File: src/rtl/dac_out_if.sv
// rtl/dac_out_if.sv - upstream word stream into the DAC playback block
interface dac_out_if #(
  parameter int SAMPLE_W = 12
);
  logic [2*SAMPLE_W-1:0] dac_data_double;
  logic                  dac_valid;
  logic                  dac_ready;

  modport master (
    output dac_data_double,
    output dac_valid,
    input  dac_ready
  );

  modport slave (
    input  dac_data_double,
    input  dac_valid,
    output dac_ready
  );
endinterface

File: src/rtl/dac_out.sv
// rtl/dac_out.sv - FIFO-buffered double-sample playback to a parallel DAC (option: DAC_UNDERRUN_CNT_EN)
module dac_out #(
  parameter int                  SAMPLE_W   = 12,
  parameter int                  FIFO_DEPTH = 4,
  parameter logic [SAMPLE_W-1:0] MIDSCALE   = 12'h800
) (
  input  logic                clk,
  input  logic                rst_n,
  input  logic                dac_enable,
  input  logic [7:0]          dac_clock_div,
  dac_out_if.slave            up,
  output logic [SAMPLE_W-1:0] dac_pins,
  output logic                dac_clock_pin,
`ifdef DAC_UNDERRUN_CNT_EN
  output logic [15:0]         dac_underrun_cnt,
`endif
  output logic                dac_underrun
);

  localparam int WORD_W = 2 * SAMPLE_W;
  localparam int PW     = $clog2(FIFO_DEPTH);
  localparam int CW     = PW + 1;
  localparam logic [CW-1:0] FULL_CNT = CW'(FIFO_DEPTH);

  typedef enum logic {PH_A, PH_B} phase_t;

  logic [WORD_W-1:0]   mem [FIFO_DEPTH];
  logic [PW-1:0]       wr_ptr;
  logic [PW-1:0]       rd_ptr;
  logic [CW-1:0]       count;
  logic [7:0]          div_cnt;
  logic [SAMPLE_W-1:0] hold;
  phase_t              phase;

  logic              full;
  logic              empty;
  logic              push;
  logic              pop;
  logic              div_term;
  logic              fall_tick;
  logic              underrun_tick;
  logic [WORD_W-1:0] head_word;

  // Ready comes only from the registered count, so a pop never reopens it in the same cycle.
  assign full      = (count == FULL_CNT);
  assign empty     = (count == '0);
  assign up.dac_ready = !full;
  assign push      = up.dac_valid && !full;
  assign head_word = mem[rd_ptr];

  // >= rather than == so a divider lowered below the running count still terminates next compare.
  assign div_term      = (div_cnt >= dac_clock_div);
  assign fall_tick     = dac_enable && div_term && dac_clock_pin;
  assign pop           = fall_tick && (phase == PH_A) && !empty;
  assign underrun_tick = fall_tick && (phase == PH_A) && empty;

  // Word storage; contents need no reset because the pointers define validity.
  always_ff @(posedge clk) begin
    if (push) begin
      mem[wr_ptr] <= up.dac_data_double;
    end
  end

  // FIFO pointers and occupancy; pointers wrap naturally at the power-of-two depth.
  always_ff @(posedge clk or negedge rst_n) begin
    if (!rst_n) begin
      wr_ptr <= '0;
      rd_ptr <= '0;
      count  <= '0;
    end else begin
      if (push) begin
        wr_ptr <= wr_ptr + 1'b1;
      end
      if (pop) begin
        rd_ptr <= rd_ptr + 1'b1;
      end
      case ({push, pop})
        2'b10:   count <= count + 1'b1;
        2'b01:   count <= count - 1'b1;
        default: count <= count;
      endcase
    end
  end

  // Conversion clock divider: toggle the DAC clock at each terminal count.
  always_ff @(posedge clk or negedge rst_n) begin
    if (!rst_n) begin
      div_cnt       <= '0;
      dac_clock_pin <= 1'b0;
    end else if (!dac_enable) begin
      div_cnt       <= '0;
      dac_clock_pin <= 1'b0;
    end else if (div_term) begin
      div_cnt       <= '0;
      dac_clock_pin <= ~dac_clock_pin;
    end else begin
      div_cnt <= div_cnt + 1'b1;
    end
  end

  // Sample sequencer: on each falling DAC clock, play upper half, then the held lower half.
  always_ff @(posedge clk or negedge rst_n) begin
    if (!rst_n) begin
      dac_pins     <= MIDSCALE;
      hold         <= '0;
      phase        <= PH_A;
      dac_underrun <= 1'b0;
    end else if (!dac_enable) begin
      phase        <= PH_A;
      dac_underrun <= 1'b0;
    end else if (fall_tick) begin
      case (phase)
        PH_A: begin
          if (!empty) begin
            dac_pins <= head_word[WORD_W-1:SAMPLE_W];
            hold     <= head_word[SAMPLE_W-1:0];
            phase    <= PH_B;
          end else begin
            dac_pins     <= MIDSCALE;
            dac_underrun <= 1'b1;
          end
        end
        PH_B: begin
          dac_pins <= hold;
          phase    <= PH_A;
        end
      endcase
    end
  end

`ifdef DAC_UNDERRUN_CNT_EN
  // Saturating count of underrun ticks since reset or the last enable.
  always_ff @(posedge clk or negedge rst_n) begin
    if (!rst_n) begin
      dac_underrun_cnt <= '0;
    end else if (!dac_enable) begin
      dac_underrun_cnt <= '0;
    end else if (underrun_tick && (dac_underrun_cnt != 16'hFFFF)) begin
      dac_underrun_cnt <= dac_underrun_cnt + 1'b1;
    end
  end
`else
  logic unused_underrun_tick;
  assign unused_underrun_tick = underrun_tick;
`endif

endmodule

File: src/flat_wrapper.sv
// flat-port wrapper written by rule: the top's interface ports become plain ports
module dac_out_flat 
#(
  parameter int                  SAMPLE_W   = 12,
  parameter int                  FIFO_DEPTH = 4,
  parameter logic [SAMPLE_W-1:0] MIDSCALE   = 12'h800
)
  (clk, rst_n, dac_enable, dac_clock_div, dac_pins, dac_clock_pin, dac_underrun, up_dac_data_double, up_dac_valid, up_dac_ready);
  dac_out_if #(.SAMPLE_W(SAMPLE_W)) up_i ();
  input  logic clk;
  input  logic rst_n;
  input  logic dac_enable;
  input  logic [7:0] dac_clock_div;
  output logic [SAMPLE_W-1:0] dac_pins;
  output logic dac_clock_pin;
  output logic dac_underrun;
  input wire logic [$bits(up_i.dac_data_double)-1:0] up_dac_data_double;
  input wire logic [$bits(up_i.dac_valid)-1:0] up_dac_valid;
  output wire logic [$bits(up_i.dac_ready)-1:0] up_dac_ready;
  assign up_i.dac_data_double = up_dac_data_double;
  assign up_i.dac_valid = up_dac_valid;
  assign up_dac_ready = up_i.dac_ready;
  dac_out #(.SAMPLE_W(SAMPLE_W), .FIFO_DEPTH(FIFO_DEPTH), .MIDSCALE(MIDSCALE)) u_core (.clk(clk), .rst_n(rst_n), .dac_enable(dac_enable), .dac_clock_div(dac_clock_div), .up(up_i), .dac_pins(dac_pins), .dac_clock_pin(dac_clock_pin), .dac_underrun(dac_underrun));
endmodule
File: config.mk
export PLATFORM = sky130hd
export DESIGN_NAME = dac_out_flat
export DESIGN_NICKNAME = d
export VERILOG_FILES = /design/src/rtl/dac_out_if.sv /design/src/rtl/dac_out.sv /design/src/flat_wrapper.sv
export SDC_FILE = /design/constraint.sdc
export NUM_CORES = 1
export LEC_CHECK = 0
export BUFFER_PORTS_ARGS = -buffer_cell sky130_fd_sc_hd__buf_4
export CAP_MARGIN = 20
export CORE_ASPECT_RATIO = 0.8
export CORE_MARGIN = 4
export CORE_UTILIZATION = 55
export CTS_BUF_LIST = sky130_fd_sc_hd__clkbuf_8
export DETAILED_ROUTE_END_ITERATION = 8
export PLACE_DENSITY_LB_ADDON = 0.08
export REMOVE_ABC_BUFFERS = 1
export SYNTH_ARGS = -nofsm -noshare
export SYNTH_HDL_FRONTEND = slang
export SYNTH_SLANG_ARGS = --single-unit
File: constraint.sdc
create_clock -name clk -period 5 [get_ports clk]
set_input_delay 1 -clock clk [delete_from_list [all_inputs] [get_ports clk]]
set_output_delay 1 -clock clk [all_outputs]
set_load 0.05 [all_outputs]
==> results.md <==
* Critical path startpoint category: input port
* Setup Fix Bufs, Post-CTS at 0
* Die Y at 98.6 microns
* Warnings, synthesis at 0
* Wire per inst at 19.3 microns
* Post-Place Cell Area at between 0.006 and 0.007 sq mm
* Combinational family with the most area after synthesis: multiplexers
* Multi-input gate area at 0.00158 sq mm
* Starting DRT DRC Count at between 150 and 200
* CP max FO at 15
* Worst-Skew Late Latency at 0.43 ns
* Non-Filler Cell Area, Final at around 0.0066 sq mm
* Crit end category: flip-flop
* Pwr/cell area at 427 mW/mm^2
* Max Clock Skew at about 0.0096 ns
* Root buf cell: clkbuf_8
* DR WL met2 at around 4.7 mm
* Multiplexer area fraction after synthesis at 15.5%
* Grt total ovfl at 0
* Starting Density at 57.5%
* Sw frac at around 25%
* Global-route wire length before repair at 16.4 mm
* Post-synthesis xor/xnor area fraction at 1.86%
* Share of cells above drive strength 1 at roughly a third
* Critical path arrival at 3.49 ns
* Final hold vios at 0
* Distinct cells, synth at 34
* # IOs at 51
* Hold buffers post-CTS at 0
* Initial antenna violation count at 0
* Synth Area in Compound Gates at ~3.1%
* # fillers at 667
* PnR Total Power at 2.82 mW
* Max Clk Rate at 319 MHz
* Leakage Power at approximately 2.6 nW
* CP Class: in2reg
* Fin nets at 422
* Slowest-stage cell, CP: fa_1
* Minimum clock period at 3.14 ns
* Yosys reg bits at 138
* Combinational power share at 14.3%
* CTS HTree Levels at 4
* Cell family with most CP delay: adder cells
* DIE AREA at ~0.012 sq mm
* Register Area at between 0.003 and 0.004 sq mm
* Core area at 0.00981 sq mm
* Gpl congestion at 0.749
* Largest net degree at the start of global routing at 43
* # setup viols final at 0
* CP max stage delay at 0.37 ns
* Final ANT Viol Nets at 0
* Synth Cell Area at 0.00564 sq mm
* Worst VDD drop at 0.000328 V
* Wire length on met3 at around 380 microns
* Adder-cell area share of the yosys netlist at under 10%
* Max-slew violations at 0
* Buf/Inv on CP at 4
* CTS Sinks at 138
* Tcrit/Tclk final at 62.7%
* DR pass1 iterations at 4
* P_sw at 0.707 mW
* Fin Hold WS at 0.491 ns
* RSZ-0062 raised after global routing: false
* Synthesized area per cell at 18.5 sq um
* Worst slew margin at 29.6%
* Via-to-Cell Ratio at about 5.5
* Setup_tns at 0 ns
* CP required at 5.36 ns
* Met1 wire length at between 4 and 5 mm
* Worst-case clock buffer depth at 2
* Rows at 32
* Post_cts resized at 0
* Max cap viols at 0
* DRC at 0
* Non-Filler Instances at 520
* Post-synthesis simple-gate area fraction at 4.06%
* Reg power frac at between 50 and 60%
* DP HPWL at 6.09 mm
* P_int at 2.11 mW
* Placed Instances at 487
* Post-Syn Instances at 305
* Clock transition at path regs at 0.07 ns
* CTS tree: built
* Vias at 2853
* Buffers on Ports at 50
* Register area share after synthesis at 69.7%
* Slew @ Worst Pin at 1.06 ns
* CTS Buf Count at 17
* Outcome: completed
* DIE WIDTH at ~120 microns
* Antenna cells at 0
* Vias in the first global route at 2969
* Type of the worst min-delay path: reg2reg
* Clock power frac at 33.4%
* Syn-to-layout area delta at 16.9%
* Worst path cell trace: buf_4 > inv_1 > ha_1 > nand4_1 > a21oi_1 > a21oi_4 > nor4_4 > buf_4 > ha_1 > inv_1 > fa_1 > xor2_1 > nor2_1 > xor2_1
* Top Metal Used: met4
* Routed wire length at a little over 10 mm
* GRT Total Usage at roughly 18%
routing by layer:
metal	GRT usage, %	vias up
met3	4.99	13
met1	26.2	1475
met4	6.72	0
li1	-	1306
met2	27.7	59
met5	0	-
cell usage after synthesis:
cell type | n | area share, %
a31o_1 | 1 | 0.16
buf_6 | 3 | 0.60
nor3_1 | 1 | 0.089
a21oi_4 | 1 | 0.29
fa_1 | 1 | 0.35
a2111o_1 | 1 | 0.20
and3_1 | 8 | 0.89
xor2_1 | 9 | 1.4
mux2_2 | 3 | 0.60
and2_1 | 1 | 0.11
nand2b_1 | 3 | 0.33
o21ai_0 | 4 | 0.35
dfrtp_1 | 41 | 18
nand3_1 | 6 | 0.53
buf_4 | 1 | 0.13
nand2_1 | 9 | 0.60
mux2_4 | 17 | 4.5
xnor2_1 | 3 | 0.47
buf_2 | 2 | 0.18
edfxtp_1 | 96 | 51
o21ai_1 | 2 | 0.18
mux2_1 | 4 | 0.80
nor3_2 | 1 | 0.18
nor4_4 | 1 | 0.38
nor2_1 | 11 | 0.73
a21oi_1 | 3 | 0.27
dfstp_2 | 1 | 0.47
inv_1 | 15 | 1.0
nand4_1 | 1 | 0.11
nor2_2 | 1 | 0.11
mux4_2 | 24 | 9.6
a22o_1 | 11 | 1.7
ha_1 | 14 | 3.1
clkbuf_1 | 5 | 0.33
stage by stage:
stage          util, %  worst slack, ns
3_5_place_dp      62.9             1.40
2_1_floorplan        -             1.34
6_report          67.3             1.86
3_3_place_gp      62.9             1.49
4_1_cts           67.1             1.86
5_1_grt           67.3             1.69
sequential cells by signal (all words and copies together), names as in the netlist:
| name | count |
|---|---|
| u_core.dac_clock_pin | 1 |
| u_core.hold | 12 |
| u_core.rd_ptr | 2 |
| u_core.mem | 96 |
| u_core.dac_pins | 12 |
| u_core.wr_ptr | 2 |
| u_core.dac_underrun | 1 |
| u_core.count | 3 |
| u_core.div_cnt | 8 |
| u_core.phase | 1 |
cells in the final DEF (no fill, tap or decap), types with 2 or more instances in the layout:
cell type,n
mux2_4,17
mux2_2,3
edfxtp_1,96
a21oi_1,3
and3_1,8
nor2_1,11
ha_1,14
bufinv_16,4
xnor2_1,3
inv_1,15
nand3_1,6
clkinvlp_4,3
clkinv_2,3
mux4_2,24
xor2_1,9
nand2_1,9
o21ai_1,2
buf_4,57
mux2_1,4
dfrtp_1,41
nand2b_1,3
a22o_1,11
o21ai_0,4
clkbuf_8,17
clkinv_1,4
final cells by class:
cell class	instances	share of cell area [%]
sequential	138	59.6
multi-input combinational	141	24.0
timing repair buffer	58	6.66
clock buffer	17	3.55
clock inverter	15	2.75
tap	136	2.58
inverter	15	0.853
power by group through the flow:
stage                     Combinational [mW]  Sequential [mW]  Clock [mW]
final                                  0.402             1.48       0.940
after floorplan                        0.247             1.49           0
after detailed placement               0.399             1.50           0
after CTS                              0.400             1.48       0.956
after global placement                 0.388             1.49           0
after global routing                   0.448             1.49        1.01
path summary, 6_finish.rpt:
kind                       slack [ns]  cells after the start         startpoint                end
min in group asynchronous        0.56                      1              rst_n  u_core.div_cnt[3]
setup reg to reg                 2.06                     11  u_core.div_cnt[0]    u_core.count[1]
hold reg to reg                  0.49                      1    u_core.hold[11]    u_core.hold[11]
setup / recovery                 1.86                     14   dac_clock_div[7]    u_core.count[2]
hold / removal                   0.49                      1    u_core.hold[11]    u_core.hold[11]
max in group asynchronous        4.06                      1              rst_n   u_core.rd_ptr[0]
kinds of logic after synthesis:
logic type	count (synthesis)
adder cells (fa/ha/maj)	15
buffers and inverters	26
XOR/XNOR	12
AO/OA/AOI/OAI	23
AND/OR/NAND/NOR	43
flip-flops	138
multiplexers	48
(Power assumes the default switching activity.)
